--- config.mk ---
export PLATFORM = sky130hd
export DESIGN_NAME = ysyx_22040237_idu
export DESIGN_NICKNAME = d
export VERILOG_FILES = /design/src/rtl/ysyx_22040237_idu_pkg.sv /design/src/rtl/ysyx_22040237_imm_gen.sv /design/src/rtl/ysyx_22040237_idu.sv
export SDC_FILE = /design/constraint.sdc
export NUM_CORES = 1
export LEC_CHECK = 0
export ABC_AREA = 1
export CAP_MARGIN = 5
export CORE_MARGIN = 4
export CORE_UTILIZATION = 33
export CTS_CLUSTER_DIAMETER = 30
export DETAILED_ROUTE_END_ITERATION = 10
export PLACE_DENSITY_LB_ADDON = 0.1
export REMOVE_ABC_BUFFERS = 1
export SYNTH_ARGS = -nofsm -noshare
export SYNTH_HDL_FRONTEND = slang
export SYNTH_HIERARCHICAL = 1
export SYNTH_SLANG_ARGS = --single-unit
--- constraint.sdc ---
create_clock -name clk -period 3.7 [get_ports clk]
set_clock_uncertainty 0.1 [all_clocks]
set_input_delay 0.74 -clock clk [delete_from_list [all_inputs] [get_ports clk]]
set_output_delay 0.74 -clock clk [all_outputs]
set_load 0.01 [all_outputs]
--- src/rtl/ysyx_22040237_idu_pkg.sv ---
`default_nettype none
// +----------------------------------------------------------------------+
// | ysyx_22040237_idu_pkg : shared constants and types for the IDU      |
// | Revision: 1.0                                                        |
// +----------------------------------------------------------------------+
package ysyx_22040237_idu_pkg;

  localparam logic [7:0] ysyx_22040237_INST_NOP = 8'h00;
  localparam logic [7:0] ysyx_22040237_INST_ADD = 8'h01;

  localparam logic [6:0] OPC_OP_IMM = 7'b0010011;
  localparam logic [6:0] OPC_OP     = 7'b0110011;
  localparam logic [6:0] OPC_LUI    = 7'b0110111;
  localparam logic [6:0] OPC_AUIPC  = 7'b0010111;
  localparam logic [6:0] OPC_JAL    = 7'b1101111;
  localparam logic [6:0] OPC_JALR   = 7'b1100111;

  localparam logic [31:0] EBREAK_ENC = 32'h00100073;

  typedef enum logic [0:0] {
    ST_RUN  = 1'b0,
    ST_HALT = 1'b1
  } idu_state_e;

endpackage
`default_nettype wire

--- src/rtl/ysyx_22040237_imm_gen.sv ---
`default_nettype none
// +----------------------------------------------------------------------+
// | ysyx_22040237_imm_gen : I/U/J immediate extraction, sign-extended   |
// | Revision: 1.0                                                        |
// +----------------------------------------------------------------------+
module ysyx_22040237_imm_gen
  import ysyx_22040237_idu_pkg::*;
#(
  parameter int XLEN = 64
) (
  input  logic [31:0]     inst,
  output logic [XLEN-1:0] imm
);

  // rd field carries no immediate bits for the formats handled here
  logic unused_rd;
  assign unused_rd = ^inst[11:7];

  always_comb begin
    imm = '0;
    case (inst[6:0])
      OPC_OP_IMM, OPC_JALR: imm = {{(XLEN-12){inst[31]}}, inst[31:20]};
      OPC_LUI, OPC_AUIPC:   imm = {{(XLEN-32){inst[31]}}, inst[31:12], 12'b0};
      OPC_JAL:              imm = {{(XLEN-21){inst[31]}}, inst[31], inst[19:12],
                                   inst[20], inst[30:21], 1'b0};
      default:              imm = '0;
    endcase
  end

endmodule
`default_nettype wire

--- src/rtl/ysyx_22040237_idu.sv ---
`default_nettype none
// +----------------------------------------------------------------------+
// | ysyx_22040237_idu : decode stage with single-entry output register  |
// | Revision: 1.0                                                        |
// +----------------------------------------------------------------------+
module ysyx_22040237_idu
  import ysyx_22040237_idu_pkg::*;
#(
  parameter int          XLEN        = 64,
  parameter logic [31:0] EBREAK_INST = EBREAK_ENC
) (
  input  logic            clk,
  input  logic            rst,
  input  logic            if_valid,
  output logic            if_ready,
  input  logic [31:0]     if_inst,
  input  logic [XLEN-1:0] if_pc,
  output logic [4:0]      rs1_addr,
  output logic [4:0]      rs2_addr,
  input  logic [XLEN-1:0] rs1_data,
  input  logic [XLEN-1:0] rs2_data,
  output logic            ex_valid,
  input  logic            ex_ready,
  output logic [7:0]      inst_opcode,
  output logic [XLEN-1:0] op1,
  output logic [XLEN-1:0] op2,
  output logic [XLEN-1:0] op1_jump,
  output logic [XLEN-1:0] op2_jump,
  output logic [4:0]      rd_addr,
  output logic            rd_wen,
  output logic            inst_ebreak,
  output logic            invalid_inst,
  output logic            halted
);

  idu_state_e      state;
  logic            ebreak_q;
  logic            invalid_q;
  logic            accept;
  logic [XLEN-1:0] imm;

  logic            dec_ok;
  logic            d_ebreak;
  logic            d_invalid;
  logic [7:0]      d_opcode;
  logic [XLEN-1:0] d_op1, d_op2, d_op1_jump, d_op2_jump;
  logic [4:0]      d_rd;
  logic            d_wen;

  assign rs1_addr = if_inst[19:15];
  assign rs2_addr = if_inst[24:20];

  assign if_ready = (state == ST_RUN) && (!ex_valid || ex_ready);
  assign accept   = if_valid && if_ready;

  assign halted       = (state == ST_HALT);
  assign inst_ebreak  = ebreak_q && ex_valid;
  assign invalid_inst = invalid_q && ex_valid;

  ysyx_22040237_imm_gen #(.XLEN(XLEN)) u_imm_gen (
    .inst (if_inst),
    .imm  (imm)
  );

  always_comb begin
    dec_ok     = 1'b0;
    d_ebreak   = 1'b0;
    d_invalid  = 1'b0;
    d_opcode   = ysyx_22040237_INST_NOP;
    d_op1      = '0;
    d_op2      = '0;
    d_op1_jump = '0;
    d_op2_jump = '0;
    d_rd       = 5'd0;
    d_wen      = 1'b0;

    case (if_inst[6:0])
      OPC_OP_IMM: if (if_inst[14:12] == 3'b000) begin
        dec_ok = 1'b1;
        d_op1  = rs1_data;
        d_op2  = imm;
      end
      OPC_OP: if (if_inst[14:12] == 3'b000 && if_inst[31:25] == 7'd0) begin
        dec_ok = 1'b1;
        d_op1  = rs1_data;
        d_op2  = rs2_data;
      end
      OPC_LUI: begin
        dec_ok = 1'b1;
        d_op2  = imm;
      end
      OPC_AUIPC: begin
        dec_ok = 1'b1;
        d_op1  = if_pc;
        d_op2  = imm;
      end
      // link value in op1/op2, target expressed as op1_jump - op2_jump
      OPC_JAL: begin
        dec_ok     = 1'b1;
        d_op1      = if_pc;
        d_op2      = XLEN'(4);
        d_op1_jump = if_pc;
        d_op2_jump = '0 - imm;
      end
      OPC_JALR: if (if_inst[14:12] == 3'b000) begin
        dec_ok     = 1'b1;
        d_op1      = if_pc;
        d_op2      = XLEN'(4);
        d_op1_jump = rs1_data;
        d_op2_jump = '0 - imm;
      end
      default: dec_ok = 1'b0;
    endcase

    if (if_inst == EBREAK_INST || !dec_ok) begin
      d_ebreak   = (if_inst == EBREAK_INST);
      d_invalid  = (if_inst != EBREAK_INST);
      d_op1      = '0;
      d_op2      = '0;
      d_op1_jump = '0;
      d_op2_jump = '0;
    end else begin
      d_opcode = ysyx_22040237_INST_ADD;
      d_rd     = if_inst[11:7];
      d_wen    = (if_inst[11:7] != 5'd0);
    end
  end

  always_ff @(posedge clk) begin
    if (!rst) begin
      state       <= ST_RUN;
      ex_valid    <= 1'b0;
      ebreak_q    <= 1'b0;
      invalid_q   <= 1'b0;
      inst_opcode <= ysyx_22040237_INST_NOP;
      op1         <= '0;
      op2         <= '0;
      op1_jump    <= '0;
      op2_jump    <= '0;
      rd_addr     <= 5'd0;
      rd_wen      <= 1'b0;
    end else if (accept) begin
      ex_valid    <= 1'b1;
      ebreak_q    <= d_ebreak;
      invalid_q   <= d_invalid;
      inst_opcode <= d_opcode;
      op1         <= d_op1;
      op2         <= d_op2;
      op1_jump    <= d_op1_jump;
      op2_jump    <= d_op2_jump;
      rd_addr     <= d_rd;
      rd_wen      <= d_wen;
      if (d_ebreak || d_invalid) begin
        state <= ST_HALT;
      end
    end else if (ex_valid && ex_ready) begin
      ex_valid <= 1'b0;
    end
  end

endmodule
`default_nettype wire

==> flow_metrics.env <==
export IMPL_drtIter0Drc=1183
export IMPL_pwr_share_seq_pct=24.9
export IMPL_wire_per_inst_um=18.8
export IMPL_post_cts_buffers=0
export IMPL_drive_above_1_share_pct=8.52
export IMPL_ys_top_cells_by_area="dfxtp_1 (36%), nand2_1 (27%), a21oi_1 (9.1%)"
export IMPL_start_kind="primary input"
export IMPL_p_leak_uw=0.00928
export IMPL_ctsResizeCount=0
export IMPL_ys_seq_area_share_pct=36.0
export IMPL_path_cells="clkdlybuf4s50_1 -> inv_1 -> nand2_1 -> nor2_2 -> buf_4 -> nand2_1 -> nand2_1 -> nand2_1 -> nand2_1 -> inv_1 -> nand4_1 -> nor2_1 -> nand3_1 -> nor2_1 -> nand2_1 -> nand2_1 -> nand3_1 -> a21oi_1"
export IMPL_gp_congestion=0.924
export IMPL_clock_sinks=267
export IMPL_p_sw_uw=2810
export IMPL_row_count=77
export IMPL_viasPerCell=4.93
export IMPL_setup_tns_ns=0
export IMPL_slew_violations=0
export IMPL_firstDrtPassIters=5
export IMPL_reg2reg_slack_ns=1.64
export IMPL_dpl_hpwl_um=48200
export IMPL_critPathBufInv=4
export IMPL_vias=17800
export IMPL_synth_cell_types=32
export IMPL_grt_max_degree=142
export IMPL_worstPathRequired_ns=4.12
export IMPL_yosys_area_share_adder_pct=0.0843
export IMPL_worst_slew_pin_slew_ns=0.796
export IMPL_muxShareOfSynthArea_pct=0
export IMPL_cts_buffer_depth=3
export IMPL_clkPwrFrac_pct=65.2
export IMPL_yosys_register_bits=267
export IMPL_synth_simple_area_share_pct=39.1
export IMPL_p_sw_share_pct=24.1
export IMPL_layoutNonFillerInstCount=3600
export IMPL_fin_util_pct=53.1
export IMPL_synthXorXnorAreaFrac_pct=0.708
export IMPL_avgSynthCellArea_um2=6.05
export IMPL_worstHoldPathType="register to register"
export IMPL_synth_top_family_by_area="simple AND/OR/NAND/NOR gates"
export IMPL_synth_async_reset_ratio_pct=0
export IMPL_io_pins=513
export IMPL_synth_compound_area_share_pct=14.1
export IMPL_final_nets=3167
export IMPL_ir_drop_mv=0.320
export IMPL_status="finished clean"
export IMPL_slew_headroom_pct=46.9
export IMPL_synth_top_area_share_pct=36.0
export IMPL_synth_cells=2453
export IMPL_drt_wl_total_um=67600
export IMPL_rsz0062_at_grt="false"
export IMPL_die_width_um=220
export IMPL_path_common_cell="nand2_1"
export IMPL_cts_clk_slew_worst_paths_ns=0.04
export IMPL_combPwrFrac_pct=10.0
export IMPL_cts_made_buffers=81
export IMPL_dieArea_um2=48400
export IMPL_synth_edf_count=0
export IMPL_grt_use_total_pct=26.5
export IMPL_period_minus_slack_ns=3.32
export IMPL_clock_fmax_mhz=301
export IMPL_end_kind="register"
export IMPL_initial_utilization_pct=33.5
export IMPL_netlist_area_um2=14800
export IMPL_h_tree_depth=3
export IMPL_dpl_cell_count=3447
export IMPL_grt_first_pass_wirelength_um=101000
export IMPL_finalHoldViolCount=0
export IMPL_core_area_um2=44300
export IMPL_setup_ws_ns=0.383
export IMPL_cts_root_buf="clkbuf_16"
export IMPL_period_share_pct=89.6
export IMPL_cp_slowest_cell="clkdlybuf4s50_1"
export IMPL_grt_ovfl_total=0
export IMPL_power_internal_uw=8870
export IMPL_cp_slowest_stage_delay_ns=0.53
export IMPL_pre_cts_ws_ns=-0.288
export IMPL_critical_path_top_delay_family="simple AND/OR/NAND/NOR gates"
export IMPL_crit_fanout=13
export IMPL_grt_pass1_vias=17000
export IMPL_cap_violations=0
export IMPL_cts_hold_buf=0
export IMPL_synthMostInstantiatedCell="nand2_1"
export IMPL_pwr_density_cell_nw_per_um2=497
export IMPL_ant_nets=0
export IMPL_die_h_um=220
export IMPL_yosys_area_top_type="dfxtp_1"
export IMPL_numPortBuffers=505
export IMPL_path_class="primary input to register"
export IMPL_synthTopCellsByCount="nand2_1 (1048), a21oi_1 (270), dfxtp_1 (267)"
export IMPL_clk_latency_ns=0.59
export IMPL_finalSetupViolations=0
export IMPL_synth_flop_cell="dfxtp_1"
export IMPL_yosys_warnings=6
export IMPL_cts_tree="yes"
export IMPL_crit_arrival_ns=3.74
export IMPL_antenna_found_initial=8
export IMPL_layout_area_overhead_vs_synth_pct=58.4
export IMPL_drc=0
[sequential cells by signal, indices dropped and copies added (netlist names)]
name	count
op2	64
op2_jump	64
rd_wen	1
ex_valid	1
rd_addr	5
op1_jump	64
invalid_q	1
halted	1
ebreak_q	1
inst_opcode	1
op1	64
[placed cells by master (no fill, tap or decap), types with 7 or more instances in the layout]
cell	instances
nand2_1	1045
clkdlybuf4s50_1	505
a21oi_1	270
dfxtp_1	267
nand3_1	176
nor2_1	158
inv_1	120
o21ai_0	94
clkbuf_16	86
buf_4	71
o21ai_1	42
nand4_1	24
bufinv_16	17
clkinv_2	15
buf_12	13
xor2_1	12
clkinv_4	10
nor2_4	7
conb_1	7
clkinvlp_4	7
clkbuf_8	7
[cell type report]
class / instances / area [µm²]
multi-input cells: 1872 / 8070
fillers: 4410 / 20800
flip-flops and latches: 267 / 5350
inverters: 127 / 490
repair buffers: 589 / 5850
clock buffers: 99 / 2270
clock inverters: 49 / 737
well taps: 592 / 741
diodes: 5 / 12.5
[cells by family (layout without fill, tap and decap cells)]
group	after synthesis	after routing
compound gates	415	415
xor+xnor	12	12
fa+ha+maj	1	1
buf+inv	320	864
flops	267	267
other cells	1	12
simple gates	1437	1437
[per-stage QoR]
step	cell area, µm²	hold slack, ns	total power, µW
floorplan	13900	0.346	3480
global placement	20500	0.351	4110
detailed placement	20500	0.355	4110
CTS	23500	0.361	11800
global route	23500	0.377	12100
finish	23500	0.360	11700
[worst min-delay path, delay by kind of cell (launching register included)]
kind,cells,cell delay (ns)
flip-flops,1,0.30
AND/OR/NAND/NOR,1,0.06
AO/OA/AOI/OAI,1,0.05
[routing by layer]
layer,routed length (µm),track usage (%)
met1,29300,34.1
met4,2290,9.80
met5,41,0
met3,5120,7.86
met2,30900,42.2
[path summary, 6_finish.rpt]
path / startpoint / endpoint / cells past startpoint
worst max-delay path: if_inst[3] / op2_jump[57] / 18
worst min-delay path: op2[18] / op2[18] / 2
worst max register to register: ex_valid / op2_jump[58] / 9
worst min register to register: op2[18] / op2[18] / 2
[power groups by stage]
stage	clock network, µW	registers [µW]	logic, µW
floorplan	0	2960	522
global placement	0	2950	1160
detailed placement	0	2950	1160
CTS	7710	2900	1170
global route	7900	2900	1280
finish	7610	2900	1170
(Power assumes the default switching activity.)
